===== config.mk =====
export PLATFORM = sky130hd
export DESIGN_NAME = slc3_mem_arbiter
export DESIGN_NICKNAME = d
export VERILOG_FILES = /design/src/rtl/slc3_mem_pkg.sv /design/src/rtl/slc3_mem_arbiter_rr_arb2.sv /design/src/rtl/slc3_mem_arbiter.sv
export SDC_FILE = /design/constraint.sdc
export NUM_CORES = 1
export LEC_CHECK = 0
export CORE_UTILIZATION = 45
export DETAILED_ROUTE_END_ITERATION = 7
export PLACE_DENSITY = 0.9
export SKIP_LAST_GASP = 1
export SYNTH_ARGS = -nofsm -noshare
export SYNTH_HDL_FRONTEND = slang
export SYNTH_SLANG_ARGS = --single-unit

===== constraint.sdc =====
create_clock -name Clk -period 2.55 [get_ports Clk]
set_input_delay 0.51 -clock Clk [delete_from_list [all_inputs] [get_ports Clk]]
set_output_delay 0.51 -clock Clk [all_outputs]
set_load 0.03 [all_outputs]

===== src/rtl/slc3_mem_pkg.sv =====
// Shared types and constants for the SLC-3 memory arbiter: FSM state and
// requester identifiers plus the default memory-mapped I/O word address.
package slc3_mem_pkg;

    typedef enum logic [1:0] {
        IDLE = 2'd0,
        MEM  = 2'd1,
        IO   = 2'd2,
        DONE = 2'd3
    } mem_state_t;

    typedef enum logic {
        CPU = 1'b0,
        LDR = 1'b1
    } mem_port_t;

    localparam logic [15:0] IO_ADDR_DEFAULT = 16'hFFFF;

endpackage


===== src/rtl/slc3_mem_arbiter_rr_arb2.sv =====
// Two-requester round-robin arbiter: on a tie the port not served last wins;
// the last-served pointer only moves when the owner strobes update.
module rr_arb2
    import slc3_mem_pkg::*;
(
    input  logic clk,
    input  logic srst,
    input  logic req_cpu,
    input  logic req_ldr,
    input  logic update,
    input  logic upd_port,
    output logic gnt_valid,
    output logic gnt_port
);

    logic last_reg;

    // Pointer starts at LDR so the very first tie goes to the CPU.
    always_ff @(posedge clk) begin
        if (srst) begin
            last_reg <= LDR;
        end else if (update) begin
            last_reg <= upd_port;
        end
    end

    always_comb begin
        gnt_valid = req_cpu | req_ldr;
        gnt_port  = CPU;
        if (req_cpu && req_ldr) begin
            gnt_port = (last_reg == CPU) ? LDR : CPU;
        end else if (req_ldr) begin
            gnt_port = LDR;
        end
    end

endmodule


===== src/rtl/slc3_mem_arbiter.sv =====
// Serialises CPU and loader traffic onto the shared SRAM and the switch/hex
// I/O word: one transaction at a time, round-robin, one-cycle acknowledge.
module slc3_mem_arbiter
    import slc3_mem_pkg::*;
#(
    parameter int                ADDR_W      = 16,
    parameter int                DATA_W      = 16,
    parameter int                WAIT_CYCLES = 2,
    parameter logic [ADDR_W-1:0] IO_ADDR     = ADDR_W'(IO_ADDR_DEFAULT)
) (
    input  logic              Clk,
    input  logic              Reset_ah,
    input  logic              cpu_req,
    input  logic              cpu_we,
    input  logic [ADDR_W-1:0] cpu_addr,
    input  logic [DATA_W-1:0] cpu_wdata,
    output logic [DATA_W-1:0] cpu_rdata,
    output logic              cpu_ack,
    input  logic              ldr_req,
    input  logic              ldr_we,
    input  logic [ADDR_W-1:0] ldr_addr,
    input  logic [DATA_W-1:0] ldr_wdata,
    output logic [DATA_W-1:0] ldr_rdata,
    output logic              ldr_ack,
    output logic              mem_ce,
    output logic              mem_we,
    output logic [ADDR_W-1:0] mem_addr,
    output logic [DATA_W-1:0] mem_wdata,
    input  logic [DATA_W-1:0] mem_rdata,
    input  logic [9:0]        SW,
    output logic [15:0]       hex_out
);

    localparam logic [1:0] S_IDLE = IDLE;
    localparam logic [1:0] S_MEM  = MEM;
    localparam logic [1:0] S_IO   = IO;
    localparam logic [1:0] S_DONE = DONE;
    localparam int         CNT_W  = (WAIT_CYCLES > 1) ? $clog2(WAIT_CYCLES) : 1;

    logic [1:0]        state_reg;
    logic [CNT_W-1:0]  cnt_reg;
    logic              port_reg;
    logic              we_reg;
    logic [ADDR_W-1:0] addr_reg;
    logic [DATA_W-1:0] wdata_reg;
    logic [15:0]       hex_reg;

    logic              gnt_valid;
    logic              gnt_port;
    logic              sel_we;
    logic [ADDR_W-1:0] sel_addr;
    logic [DATA_W-1:0] sel_wdata;
    logic              mem_last;
    logic              rd_load;
    logic [DATA_W-1:0] rd_data;
    logic [1:0]        ack_vec;

    rr_arb2 u_arb (
        .clk       (Clk),
        .srst      (Reset_ah),
        .req_cpu   (cpu_req),
        .req_ldr   (ldr_req),
        .update    (state_reg == S_DONE),
        .upd_port  (port_reg),
        .gnt_valid (gnt_valid),
        .gnt_port  (gnt_port)
    );

    always_comb begin
        sel_we    = (gnt_port == LDR) ? ldr_we    : cpu_we;
        sel_addr  = (gnt_port == LDR) ? ldr_addr  : cpu_addr;
        sel_wdata = (gnt_port == LDR) ? ldr_wdata : cpu_wdata;
    end

    assign mem_last = (state_reg == S_MEM) && (cnt_reg == CNT_W'(WAIT_CYCLES - 1));

    always_ff @(posedge Clk) begin
        if (Reset_ah) begin
            state_reg <= S_IDLE;
            cnt_reg   <= '0;
            port_reg  <= CPU;
            we_reg    <= 1'b0;
            addr_reg  <= '0;
            wdata_reg <= '0;
            hex_reg   <= '0;
        end else begin
            case (state_reg)
                S_IDLE: begin
                    if (gnt_valid) begin
                        port_reg  <= gnt_port;
                        we_reg    <= sel_we;
                        addr_reg  <= sel_addr;
                        wdata_reg <= sel_wdata;
                        cnt_reg   <= '0;
                        state_reg <= (sel_addr == IO_ADDR) ? S_IO : S_MEM;
                    end
                end
                S_MEM: begin
                    cnt_reg <= cnt_reg + 1'b1;
                    if (mem_last) begin
                        state_reg <= S_DONE;
                    end
                end
                S_IO: begin
                    if (we_reg) begin
                        hex_reg <= 16'(wdata_reg);
                    end
                    state_reg <= S_DONE;
                end
                default: begin
                    state_reg <= S_IDLE;
                end
            endcase
        end
    end

    // Read data is captured on the same edge that enters DONE, so it is
    // already valid while the acknowledge is high.
    assign rd_load = !we_reg && (mem_last || (state_reg == S_IO));
    assign rd_data = (state_reg == S_IO) ? DATA_W'(SW) : mem_rdata;

    genvar gi;
    generate
        for (gi = 0; gi < 2; gi++) begin : g_port
            logic [DATA_W-1:0] rdata_reg;

            always_ff @(posedge Clk) begin
                if (Reset_ah) begin
                    rdata_reg <= '0;
                end else if (rd_load && (port_reg == 1'(gi))) begin
                    rdata_reg <= rd_data;
                end
            end

            assign ack_vec[gi] = (state_reg == S_DONE) && (port_reg == 1'(gi));
        end
    endgenerate

    assign cpu_rdata = g_port[0].rdata_reg;
    assign ldr_rdata = g_port[1].rdata_reg;
    assign cpu_ack   = ack_vec[0];
    assign ldr_ack   = ack_vec[1];
    assign hex_out   = hex_reg;

    always_comb begin
        mem_ce    = (state_reg == S_MEM);
        mem_we    = mem_ce && we_reg;
        mem_addr  = mem_ce ? addr_reg : '0;
        mem_wdata = mem_we ? wdata_reg : '0;
    end

endmodule

* After elaboration in Yosys (flattened, before gate mapping)
Index checks and enable logic that the tools add are counted.
** Storage, ports and cells
- Input bits :: 96
- Memories kept :: 0
- RAM bits :: 0
- Bits in read-only memories :: 0
- Bits in latches :: 0
- Word-level logic and storage cells :: 50
- Output and inout bits :: 84
- Register bits after elaboration :: 86
** Operators by class
- Divide/modulo/power cells :: 0
- Equal/unequal tests :: 6
- Shift-type cells :: 0
- Order comparisons :: 0
- Reductions and logical operators :: 16
- Bitwise logic cells :: 2
- Multiplexer cells :: 15
- Multiply operators :: 0
- Add/subtract/negate cells :: 1
** Operators with widths (count)
- 16-bit two-way mux :: 5
- 16-bit == test (second input constant) :: 1
- 1-bit logical AND :: 8
- 2-bit AND reduction :: 4
- 2-bit two-way mux :: 3
- 2-bit one-hot mux with 3 select lines :: 1
- 1-bit two-way mux :: 5
- 2-bit == test (second input constant) :: 2
- 2-bit by 1-bit == test with 1-bit output (second input constant) :: 1
- 2-bit zero test :: 1
- 2-bit by 1-bit != test with 1-bit output (second input constant) :: 1
- 2-bit != test (second input constant) :: 1
- 1-bit one-hot mux with 2 select lines :: 1
- 2-bit nonzero test :: 1
- 1-bit adder (second input constant) :: 1
- 1-bit zero test :: 1
- 1-bit logical OR :: 1
- 1-bit inverter :: 1
- 1-bit bitwise OR :: 1

* Logic depth before layout (Yosys ltp)
Gate-level depths: netlist of the first run.
- Depth after elaboration :: 7
- Gate-level depth with buffers :: 9
- Gate-level depth less buffers :: 6

* By module
From an unflattened synthesis of the first run, not the netlist that was laid out.
** Unflattened totals
- Cells, all modules :: 442
- Area, all modules :: 3931.3 µm²
** Modules (own cells, without submodules)
- slc3_mem_arbiter :: area each 3882.5 µm², seq. area each 1701.6 µm², cells each 437, times used 1
- rr_arb2 :: area each 48.8 µm², seq. area each 20.0 µm², cells each 5, times used 1

* Worst setup path after synthesis of the first run
Ideal clock, no wire load.
- Kind :: flip-flop to output port
- From :: register state_reg[1]
- To :: output port mem_wdata[0]
- Data required time :: 2.040 ns
- Cell stages (with the launch flop) :: 5
- Slack :: 0.581 ns
- Data arrival time :: 1.459 ns
- Buffers on the path :: 1
- Path through :: dfxtp_1 -> inv_1 -> ha_1 -> clkbuf_1 -> and3_1
** Between the ends
- Word-level cells in the longest chain between the ends :: 3
** RTL lines
- from (decl) :: RTL line slc3_mem_arbiter.sv:40 : logic [1:0] state_reg;
- from (signal assigned) :: RTL line slc3_mem_arbiter.sv:95 : state_reg <= (sel_addr == IO_ADDR) ? S_IO : S_MEM;
- 2-bit by 1-bit == test with 1-bit output :: RTL line slc3_mem_arbiter.sv:146 : mem_ce = (state_reg == S_MEM);
- net mem_ce :: RTL line slc3_mem_arbiter.sv:25 : output logic mem_ce,
- 1-bit logical AND :: RTL line slc3_mem_arbiter.sv:147 : mem_we = mem_ce && we_reg;
- 16-bit two-way mux :: RTL line slc3_mem_arbiter.sv:149 : mem_wdata = mem_we ? wdata_reg : '0;
- to (decl) :: RTL line slc3_mem_arbiter.sv:28 : output logic [DATA_W-1:0] mem_wdata,
The timed path passes the listed nets, and every way through them passes these cells.

* Worst setup path in the final report of the first run
- From :: register state_reg[0]
- To :: output port ldr_ack
** Between the ends
- Word-level cells in the longest chain between the ends :: 2
** RTL lines
- 2-bit == test :: RTL line slc3_mem_arbiter.sv:135 : assign ack_vec[gi] = (state_reg == S_DONE) && (port_reg == 1'(gi));
- 1-bit logical AND :: RTL line slc3_mem_arbiter.sv:135
- to (decl) :: RTL line slc3_mem_arbiter.sv:24 : output logic ldr_ack,
Every way passes these cells.

==> impl_metrics.env, run 1 <==
export IMPL_synth_top_area_share_pct=43.88
export IMPL_grtUsageMet2_pct=45.48
export IMPL_reg2reg_from="state_reg[0]"
export IMPL_final_hold_violation_count=0
export IMPL_power_density_nw_per_um2=842.5
export IMPL_cp_max_fo=5
export IMPL_ir_drop_mv=0.3665
export IMPL_r2r_end="ldr_rdata[12]"
export IMPL_cp_top_family="buffers and inverters"
export IMPL_clock_fmax_ghz=0.4335
export IMPL_reg2reg_depth=6
export IMPL_worstSkewPairLatency_ns=0.35
export IMPL_vias=3709
export IMPL_synth_edf_count=0
export IMPL_hpwlAfterDp_microns=8166
export IMPL_grt_pass1_wl_microns=17390
export IMPL_dpl_instance_area_sq_um=5729
export IMPL_clk_pin_slew_ns=0.09
export IMPL_finalCritPeriodShare_pct=90.47
export IMPL_synth_nets=529
export IMPL_grt_pass1_vias=3774
export IMPL_clock_sinks=86
export IMPL_fin_crit_ns=2.307
export IMPL_wirelength_microns=11080
export IMPL_clockBufferDepth=2
export IMPL_hold_buffers=0
export IMPL_async_flop_share_pct=0
export IMPL_drt_pass1_iter_count=4
export IMPL_cts_htree_levels=3
export IMPL_hold_class="reg2reg"
export IMPL_whs_path_depth=2
export IMPL_cellLeakagePower_nw=2.258
export IMPL_use_met3_pct=6.619
export IMPL_path_buf_inv=1
export IMPL_rows=33
export IMPL_finish_instance_area_sq_um=5954
export IMPL_route_detailed_drc=0
export IMPL_endpoint_kind="output port"
export IMPL_tightest_slew_ns=0.9592
export IMPL_antenna_found_initial=0
export IMPL_run_status="finished, final reports clean"
export IMPL_grt_util_met1_pct=27.20
export IMPL_synthMostInstantiatedCell="dfxtp_1"
export IMPL_min_to="hex_out[9]"
export IMPL_synth_seq_area_share_pct=43.88
export IMPL_cts_setup_buffers=0
export IMPL_drv_cap=0
export IMPL_startpoint_type="register"
export IMPL_synth_top_flop_cell="dfxtp_1"
export IMPL_fin_util_pct=71.39
export IMPL_start_util_pct=47.04
export IMPL_finalSetupViolCount=0
export IMPL_gr_total_overflow=0
export IMPL_synth_area_leaders="dfxtp_1, mux2i_1, a211oi_1, nor2_1, nand2_1"
export IMPL_wl_per_cell_microns=15.78
export IMPL_port_buffers=179
export IMPL_area_growth_pct=51.75
export IMPL_path_cells="ha_1, and2_1, clkdlybuf4s50_1"
export IMPL_fin_skew_ns=0.007835
export IMPL_synth_area_sq_um=3924
export IMPL_rsz0062_at_grt="no"
export IMPL_core_area_sq_um=8341
export IMPL_post_cts_resized=0
export IMPL_die_h_microns=95.38
export IMPL_root_buffer="clkbuf_8"
export IMPL_grt_busiest_layer="met2"
export IMPL_yosys_warnings=0
export IMPL_die_w_microns=95.38
export IMPL_cts_tree="built"
export IMPL_viasPerCell=5.283
export IMPL_cp_data_required_time_ns=2.04
export IMPL_syn_inst=428
export IMPL_yosysUniqueCellTypes=31
export IMPL_gp_congestion=0.7958
export IMPL_synth_avg_cell_area_sq_um=9.168
export IMPL_hold_worst_slack_ns=0.4606
export IMPL_slowest_delay_ns=0.68
export IMPL_cts_buffers=9
export IMPL_ant_nets=0
export IMPL_arrival_ns=1.80
export IMPL_track_usage_pct=24.92
export IMPL_ys_ff_latch=86
export IMPL_dieArea_sq_um=9097
export IMPL_antenna_cells=0
export IMPL_crit_slowest_cell="clkdlybuf4s50_1"
export IMPL_maxSlewHeadroom_pct=36.06
export IMPL_drtIter0Drc=102
export IMPL_fin_setup_tns_ns=0
export IMPL_nNetsFinal=693
export IMPL_io_pins=180
export IMPL_grt_max_degree=89
export IMPL_synth_top_area_cell="dfxtp_1"
export IMPL_layout_drive_gt1_share_pct=12.73
export IMPL_min_from="hex_out[9]"
export IMPL_slew_violations=0
export IMPL_ys_top_cells_by_count="dfxtp_1, nor2_1, mux2i_1"
export IMPL_ff2ff_setup_slack_ns=0.58
export IMPL_path_class="reg2out"
layer usage:
metal,up-vias,routed length [microns]
met4,0,241
met5,-,0
met3,20,892
met2,146,5610
li1,1835,-
met1,1708,4331
worst max path at each step:
stage	startpoint	endpoint	cells past startpoint
2_1_floorplan	state_reg[1]	mem_wdata[0]	4
3_3_place_gp	ldr_req	addr_reg[8]	5
3_5_place_dp	ldr_req	wdata_reg[13]	5
4_1_cts	state_reg[1]	mem_wdata[7]	5
5_1_grt	state_reg[0]	ldr_ack	3
6_report	state_reg[0]	ldr_ack	3
worst reg2reg max path: stages, from the launching register on:
cell,delay [ns]
dfxtp_1,0.42
ha_2,0.42
a21oi_2,0.15
nor3b_4,0.22
buf_4,0.33
mux2i_1,0.25
nor2_1,0.05
cells by family after synthesis:
logic type,share of synthesized area [%]
compound gates,15.15
fa+ha+maj,1.594
buf+inv,4.879
flops,43.88
mux,14.80
simple gates,19.71
layout by cell type (no fill, tap or decap), drive strengths merged:
cell type and count:
a21oi 18, o22ai 1, nor2b 9, o2bb2ai 1
buf 45, and2 19, clkinv 1, or4 1
o21ai 1, dfxtp 86, a22oi 1, mux2i 58
a32oi 1, a21boi 1, nor4 3, inv 4
nor2 69, a211oi 53, clkbuf 11, nand2 34
nand2b 1, clkdlybuf4s50 144, nor3 1, ha 5
nand4 8, a211o 1, bufinv 2, and3 16
nor3b 1, clkinvlp 1
where the power goes:
part	internal [mW]	switching (mW)
clock network	0.581	0.482
logic	0.910	1.21
registers	1.63	0.208
total	3.12	1.90
metrics by stage:
step	power (mW)	setup slack, ns	instances
floorplan	3.204	0.5813	428
finish	5.017	0.2430	702
CTS	5.040	0.05429	702
global route	5.310	0.1319	702
global placement	3.905	0.4051	686
detailed placement	3.976	0.3550	686
area by class of cell:
type                    instances  area (sq um)
well taps                     105         131.4
fillers                       643          2386
repair buffers                189          1829
inverters                       3         11.26
clock buffers                  11         141.4
flip-flops and latches         86          1722
multi-input cells             303          2038
clock inverters                 5         81.33
Power figures use the tool's default switching activity.
==> run 2: changes to the inputs <==
==> constraint.sdc (replaced) <==
create_clock -name Clk -period 2.8 [get_ports Clk]
set_input_delay 0.56 -clock Clk [delete_from_list [all_inputs] [get_ports Clk]]
set_output_delay 0.56 -clock Clk [all_outputs]
set_load 0.03 [all_outputs]
==> run 2 against run 1 <==
Routed wire length increased by 0.98%; power is 10% lower; largest cell class unchanged; highest routed layer unchanged; setup slack got worse by 0.060 ns; first-iteration DRC count rose by 33%; via count up 2.4%.
==> impl_metrics.env, run 2 (same netlist as run 1, synthesis figures left out) <==
export IMPL_cp_data_required_time_ns=2.24
export IMPL_maxSlewHeadroom_pct=37.72
export IMPL_power_density_nw_per_um2=755.3
export IMPL_power_mw=4.499
export IMPL_layout_common_cells="clkdlybuf4s50_1, dfxtp_1, nor2_1, mux2i_1, a211oi_1"
export IMPL_drtIter0Drc=136
export IMPL_cts_tree="built"
export IMPL_cts_htree_levels=3
export IMPL_route_detailed_drc=0
export IMPL_tightest_slew_ns=0.9342
export IMPL_sw_frac_of_total_pct=38.63
export IMPL_crit_start="state_reg[1]"
export IMPL_antenna_cells=0
export IMPL_ir_drop_mv=0.3327
export IMPL_port_buffers=179
export IMPL_p_clk_share_pct=19.3
export IMPL_die_w_microns=95.38
export IMPL_cts_buffers=9
export IMPL_vias=3799
export IMPL_final_cells=703
export IMPL_gr_total_overflow=0
export IMPL_hold_class="reg2reg"
export IMPL_wirelength_microns=11190
export IMPL_track_usage_pct=24.91
export IMPL_dp_cells=687
export IMPL_arrival_ns=2.06
export IMPL_layout_drive_gt1_share_pct=9.532
export IMPL_clk_pin_slew_ns=0.09
export IMPL_wl_per_cell_microns=15.91
export IMPL_clock_sinks=86
export IMPL_seqPwrFrac_pct=36.7
export IMPL_dieArea_sq_um=9097
export IMPL_slew_violations=0
export IMPL_post_cts_resized=0
export IMPL_drv_cap=0
export IMPL_grt_pass1_wl_microns=17460
export IMPL_reg2reg_from="state_reg[1]"
export IMPL_gp_congestion=0.8461
export IMPL_path_class="reg2out"
export IMPL_die_h_microns=95.38
export IMPL_ant_nets=0
export IMPL_fin_skew_ns=0.01198
export IMPL_fin_setup_tns_ns=0
export IMPL_cp_max_fo=17
export IMPL_fin_util_pct=71.42
export IMPL_worstSkewPairLatency_ns=0.34
export IMPL_final_hold_violation_count=0
export IMPL_cts_setup_buffers=0
export IMPL_finalSetupViolCount=0
export IMPL_area_growth_pct=51.82
export IMPL_cellLeakagePower_nw=2.210
export IMPL_finalCritPeriodShare_pct=93.45
export IMPL_grt_max_degree=89
export IMPL_switchingPower_mw=1.738
export IMPL_grt_pass1_vias=3762
export IMPL_internal_power_mw=2.761
export IMPL_root_buffer="clkbuf_8"
export IMPL_rows=33
export IMPL_antenna_found_initial=0
export IMPL_rsz0062_at_grt="no"
export IMPL_hpwlAfterDp_microns=8455
export IMPL_hold_buffers=0
export IMPL_start_util_pct=47.04
export IMPL_run_status="finished, final reports clean"
export IMPL_endpoint_kind="output port"
export IMPL_p_comb_share_pct=44.0
export IMPL_core_area_sq_um=8341
export IMPL_clockBufferDepth=2
export IMPL_fin_crit_ns=2.617
export IMPL_startpoint_type="register"
export IMPL_min_from="hex_out[9]"
export IMPL_final_common_cell="clkdlybuf4s50_1"
export IMPL_drt_pass1_iter_count=4
export IMPL_viasPerCell=5.404
export IMPL_io_pins=180
export IMPL_clock_fmax_ghz=0.3822
export IMPL_nNetsFinal=694
[run 2: cell count changes in the layout (fill, tap and decap cells not counted), sizes merged]
cell,change
bufinv,-1
clkinv,+1
clkdlybuf4s50,+19
buf,-18
[run 2: worst paths after layout]
| check | to | slack (ns) | cells after the start |
|---|---|---|---|
| max | mem_wdata[2] | 0.18 | 5 |
| min | hex_out[9] | 0.46 | 2 |
| max reg2reg | ldr_rdata[10] | 0.86 | 8 |
| min reg2reg | hex_out[9] | 0.46 | 2 |
[run 2: per-stage QoR]
stage	instance area [sq um]	setup WS, ns	hold slack (ns)
after floorplan	3924	0.7813	0.4310
after global placement	5759	0.5576	0.4449
after detailed placement	5759	0.4931	0.4530
after CTS	5957	0.1880	0.4652
after global routing	5957	0.07275	0.4880
final	5957	0.1834	0.4597
[run 2: power groups by stage]
stage / Clock, mW / Combinational, mW / Sequential, mW
global placement: 0 / 1.92 / 1.66
finish: 0.870 / 1.98 / 1.65
global route: 0.956 / 2.15 / 1.68
detailed placement: 0 / 1.98 / 1.68
floorplan: 0 / 1.14 / 1.78
CTS: 0.888 / 1.98 / 1.65
[run 2: cell type report]
class | instances | area (sq um)
clock inverter | 5 | 56.30
fill | 626 | 2384
timing repair buffer | 190 | 1859
inverter | 3 | 11.26
multi-input combinational | 303 | 2036
tap | 105 | 131.4
sequential | 86 | 1722
clock buffer | 11 | 141.4
[run 2: critical path, cell delays in order (launching register included)]
cell             delay [ns]
dfxtp_1                0.36
inv_1                  0.10
ha_1                   0.17
buf_4                  0.22
and3_1                 0.19
clkdlybuf4s50_1        0.68
[run 2: routing by layer]
metal / part of all wire (%) / global-route usage [%]
met1: 38 / 27.14
met2: 53 / 46.73
met3: 7.4 / 5.821
met4: 1.5 / 8.706
met5: 0 / 0
==> run 3: changes to the inputs <==
--- a/config.mk
+++ b/config.mk
@@ -7,7 +7,7 @@
 export LEC_CHECK = 0
 export CORE_UTILIZATION = 45
 export DETAILED_ROUTE_END_ITERATION = 7
-export PLACE_DENSITY = 0.9
+export PLACE_DENSITY = 0.95
 export SKIP_LAST_GASP = 1
 export SYNTH_ARGS = -nofsm -noshare
 export SYNTH_HDL_FRONTEND = slang
==> run 3 against run 2 <==
Power up 3.3%; cell count fell by 0.43%; critical path depth shrank 3; flip-flop and latch count unchanged; clock skew decreased by 0.0031 ns; worst hold slack better by 0.0026 ns; register-to-register slack improved by 0.05 ns; global-route usage down 0.46 points; clock power is 20% higher; design area rose by 0.88%; combinational power fell by 3%; largest cell class unchanged; highest routed layer unchanged.
==> impl_metrics.env, run 3 (same netlist as run 1, synthesis figures left out) <==
export IMPL_run_status="finished, final reports clean"
export IMPL_path_class="reg2out"
export IMPL_wirelength_microns=10870
export IMPL_tightest_slew_ns=0.7506
export IMPL_io_pins=180
export IMPL_root_buffer="clkbuf_8"
export IMPL_power_density_nw_per_um2=773.0
export IMPL_hold_class="reg2reg"
export IMPL_die_w_microns=95.38
export IMPL_cp_top_family="flip-flops"
export IMPL_path_cells="and3_1, clkdlybuf4s50_1"
export IMPL_n_fill_cell=588
export IMPL_slew_violations=0
export IMPL_clock_fmax_ghz=0.3727
export IMPL_wl_per_cell_microns=15.52
export IMPL_nNetsFinal=692
export IMPL_start_util_pct=47.04
export IMPL_drt_pass1_iter_count=5
export IMPL_finalCritPeriodShare_pct=95.83
export IMPL_cts_htree_levels=3
export IMPL_hpwlAfterDp_microns=8126
export IMPL_final_common_cell="clkdlybuf4s50_1"
export IMPL_cp_data_required_time_ns=2.24
export IMPL_rsz0062_at_grt="no"
export IMPL_dieArea_sq_um=9097
export IMPL_route_detailed_drc=0
export IMPL_die_h_microns=95.38
export IMPL_hold_buffers=0
export IMPL_crit_slowest_cell="dfxtp_1"
export IMPL_vias=3742
export IMPL_layout_common_cells="clkdlybuf4s50_1, dfxtp_1, nor2_1, mux2i_1, a211oi_1"
export IMPL_multi_input_area_sq_um=2036
export IMPL_antenna_found_initial=0
export IMPL_area_growth_pct=53.16
export IMPL_clk_pin_slew_ns=0.08
export IMPL_clockBufferDepth=2
export IMPL_cts_setup_buffers=0
export IMPL_gr_total_overflow=0
export IMPL_fin_util_pct=72.05
export IMPL_endpoint_kind="output port"
export IMPL_core_area_sq_um=8341
export IMPL_worstSkewPairLatency_ns=0.35
export IMPL_reg2reg_from="state_reg[1]"
export IMPL_cts_tree="built"
export IMPL_min_from="hex_out[0]"
export IMPL_maxSlewHeadroom_pct=49.89
export IMPL_port_buffers=179
export IMPL_grt_pass1_vias=3656
export IMPL_ir_drop_mv=0.4056
export IMPL_grt_max_degree=67
export IMPL_cp_max_fo=22
export IMPL_final_hold_violation_count=0
export IMPL_ant_nets=0
export IMPL_rows=33
export IMPL_cellLeakagePower_nw=2.203
export IMPL_viasPerCell=5.346
export IMPL_ff2ff_setup_slack_ns=0.91
export IMPL_gp_congestion=0.8172
export IMPL_drv_cap=0
export IMPL_crit_start="we_reg"
export IMPL_finalSetupViolCount=0
export IMPL_path_buf_inv=1
export IMPL_fin_crit_ns=2.683
export IMPL_arrival_ns=2.12
export IMPL_drtIter0Drc=118
export IMPL_slowest_delay_ns=0.81
export IMPL_cts_buffers=9
export IMPL_fin_setup_tns_ns=0
export IMPL_layout_drive_gt1_share_pct=7.731
export IMPL_register_area_sq_um=1722
export IMPL_grt_pass1_wl_microns=16900
export IMPL_post_cts_resized=0
export IMPL_fin_skew_ns=0.008886
export IMPL_clock_sinks=86
export IMPL_startpoint_type="register"
export IMPL_track_usage_pct=24.46
export IMPL_antenna_cells=0
-- run 3: layout make-up --
cell class,instances,area share (%)
Multi-Input combinational cell,303,33.87
Timing Repair Buffer,188,31.02
Sequential cell,86,28.65
Clock buffer,10,2.290
Tap cell,105,2.186
Clock inverter,5,1.791
Inverter,3,0.1874
-- run 3: per-layer routing --
layer / track usage (%) / vias to the layer above / wire length, microns
met1: 26.94 / 1719 / 4287
met5: 0 / - / 0
met3: 4.625 / 23 / 824
met2: 45.30 / 171 / 5537
met4: 10.70 / 0 / 216
li1: - / 1829 / -
-- run 3: final timing paths --
check                  endpoint  cells after the start
setup / recovery   mem_wdata[6]                      2
hold / removal       hex_out[0]                      2
setup reg to reg  cpu_rdata[12]                      8
hold reg to reg      hex_out[0]                      2
-- run 3: report_power, final --
part           switching [mW]  leakage (nW)  internal [mW]
sequential              0.204         0.703           1.48
combinational            1.09          1.38          0.830
clock                   0.424         0.123          0.615
total                    1.72          2.20           2.93
-- run 3: stage by stage --
stage / setup slack (ns) / instance area (sq um) / hold WS [ns] / instances / total power, mW
global placement: 0.5609 / 5764 / 0.4425 / 685 / 3.553
global route: 0.02457 / 6010 / 0.4897 / 700 / 4.914
detailed placement: 0.5235 / 5764 / 0.4466 / 685 / 3.633
floorplan: 0.7813 / 3924 / 0.4310 / 428 / 2.918
finish: 0.1166 / 6010 / 0.4623 / 700 / 4.645
CTS: 0.1349 / 6010 / 0.4610 / 700 / 4.678
-- run 3: worst reg2reg max path, stage by stage, from the launching register on --
cell and delay [ns]:
dfxtp_1 0.40, inv_1 0.09, ha_1 0.20, buf_4 0.20
a21oi_2 0.28, nor3_4 0.05, buf_4 0.27, mux2i_1 0.23
nor2_1 0.05
==> variant, RTL diff (config.mk and constraints of run 2) <==
Change the parameter `ADDR_W` from 16 to 18.
--- a/src/rtl/slc3_mem_arbiter.sv
+++ b/src/rtl/slc3_mem_arbiter.sv
@@ -5,3 +5,3 @@
 #(
-    parameter int                ADDR_W      = 16,
+    parameter int                ADDR_W      = 18,
     parameter int                DATA_W      = 16,
Ports: changed (resized cpu_addr, ldr_addr and mem_addr); port bits go from 180 to 186. The function was not compared with the original's and may differ.
==> variant against run 2 <==
  * The run now ends with design-rule violations left
  * Largest power group unchanged
  * Power increased by 1.3%
  * Worst setup slack got worse by 12 ps
  * Sequential share of layout area fell by 0.42 points
  * Die area grew 5.8%
  * Combinational power fell by 4%
  * Design area grew 3.8%
  * Clock power shrank 3.2%
  * Sequential cell count grew 2
  * Area after synthesis up 5.9%
  * Global-route usage is 1.3 points lower
  * Routed wire length rose by 1.7%
==> variant: results (changes against run 2) <==
STATUS
----------------------------------------------------------------------------------
Result of the run                                                     complete, but fails checks
Violations in the final reports                                       design-rule violations

CRITICAL PATH
----------------------------------------------------------------------------------
Critical Path Fanout Max                                                        22   +5
Worst r2r path cells                                                             7   -1
Setup slack on the worst flop-to-flop path                                  720 ps   -140 ps
CP Capture Point                                                      mem_wdata[1]
Critical register-to-register path endpoint                           cpu_rdata[7]

GRT
----------------------------------------------------------------------------------
Number of global-route vias before repair                                     3822   +1.6%
Total global-route track usage                                               0.237   -0.0126
Wire length of the first global-routing pass                               18.2 mm   +4.2%
Largest net degree at the start of global routing                               73   -18%

PLACED DESIGN
----------------------------------------------------------------------------------
Port Buf Inserts                                                               185   +3.4%
Final weighted congestion in routability-driven placement                    0.913   +7.9%
DP Wirelength                                                              8.69 mm   +2.7%
Placement Cell Area                                                   0.00600 mm^2   +4.1%

DRT
----------------------------------------------------------------------------------
Starting DRT DRC Count                                                         110   -19%
DRC violations left                                                             10   +10
Wire length per cell                                                       15.5 um   -2.3%
Via density per instance                                                      5.28   -2.3%
Antenna violation net count after detailed routing                               0   unchanged
Drt first pass iters                                                             6   +2

PWR
----------------------------------------------------------------------------------
Leakage                                                                    2.26 nW   +2.3%
Max IR drop VDD                                                         0.000345 V   +3.6%
Int Pwr                                                                  0.00279 W   +1.2%

STA
----------------------------------------------------------------------------------
Final setup skew                                                           11.1 ps   -0.895 ps
Slew @ Worst Pin                                                            882 ps   -52.3 ps

LAYOUT
----------------------------------------------------------------------------------
Final #Nets                                                                    724   +4.3%
Share of final-layout standard cells stronger than drive strength 1         0.0962   +0.000836

LOGIC SYNTHESIS
----------------------------------------------------------------------------------
Sequential area share after synthesis                                        0.424   -0.0148
Post-synthesis cell type count                                                  38   +23%
Largest cells by area after synthesis                                 sky130_fd_sc_hd__dfxtp_1 (42%), sky130_fd_sc_hd__mux2i_1 (12%), sky130_fd_sc_hd__a211oi_1 (7.9%)
Commonest cells in the synthesized netlist                            sky130_fd_sc_hd__dfxtp_1 (88), sky130_fd_sc_hd__nor2_1 (55), sky130_fd_sc_hd__mux2i_1 (51), sky130_fd_sc_hd__nand2_1 (47), sky130_fd_sc_hd__a211oi_1 (44)

WORST HOLD PATH
----------------------------------------------------------------------------------
Hold Crit Class                                                         reg -> reg

CTS
----------------------------------------------------------------------------------
Clock transition at the registers of the reported paths                      80 ps

==> variant: worst max-delay path, stage by stage, from the launching register on <==
cell and delay (ps):
sky130_fd_sc_hd__dfxtp_1 350, sky130_fd_sc_hd__inv_1 90, sky130_fd_sc_hd__ha_1 170, sky130_fd_sc_hd__buf_4 230
sky130_fd_sc_hd__and3_1 190, sky130_fd_sc_hd__clkdlybuf4s50_1 690
==> variant: layout make-up <==
type	count	share of cell area
inverters	5	0.00303
flip-flops and latches	88	0.285
well taps	108	0.0218
clock buffers	11	0.0212
repair buffers	194	0.314
clock inverters	5	0.00910
multi-input cells	321	0.346
==> variant: worst min-delay path by stage <==
stage / cells after the start / start / slack [ps] / endpoint
after floorplan: 2 / wdata_reg[0] / 440 / hex_out[0]
after global placement: 2 / cpu_rdata[14] / 440 / cpu_rdata[14]
after detailed placement: 2 / cpu_rdata[14] / 450 / cpu_rdata[14]
after CTS: 2 / cpu_rdata[14] / 460 / cpu_rdata[14]
after global routing: 2 / hex_out[4] / 480 / hex_out[4]
final: 2 / hex_out[4] / 450 / hex_out[4]
==> variant: cells by family after synthesis <==
family / count (synthesis) / synth area share
compound gates: 89 / 0.160
fa+ha+maj: 5 / 0.0151
buf+inv: 43 / 0.0656
flops: 88 / 0.424
mux: 51 / 0.123
simple gates: 176 / 0.212
==> variant: per-stage QoR <==
stage | std cells | utilization | setup slack (ps) | power (W)
floorplan | 452 | - | 582 | 0.00301
global placement | 716 | 0.678 | 513 | 0.00367
detailed placement | 716 | 0.678 | 428 | 0.00374
CTS | 732 | 0.699 | 147 | 0.00457
global route | 732 | 0.699 | 84.1 | 0.00482
finish | 732 | 0.699 | 171 | 0.00456
==> variant: power by group through the flow <==
stage	Clock [W]	Sequential, W	Combinational, W
6_report	0.000842	0.00180	0.00191
5_1_grt	0.000914	0.00184	0.00206
4_1_cts	0.000857	0.00180	0.00192
3_5_place_dp	0	0.00182	0.00191
3_3_place_gp	0	0.00180	0.00187
2_1_floorplan	0	0.00192	0.00110
==> variant: layer usage <==
metal | share of wire | track usage | vias up
met3 | 0.051 | 0.0365 | 23
met5 | 0 | 0 | -
met4 | 0.025 | 0.101 | 0
met2 | 0.51 | 0.438 | 154
met1 | 0.41 | 0.268 | 1772
li1 | - | - | 1916
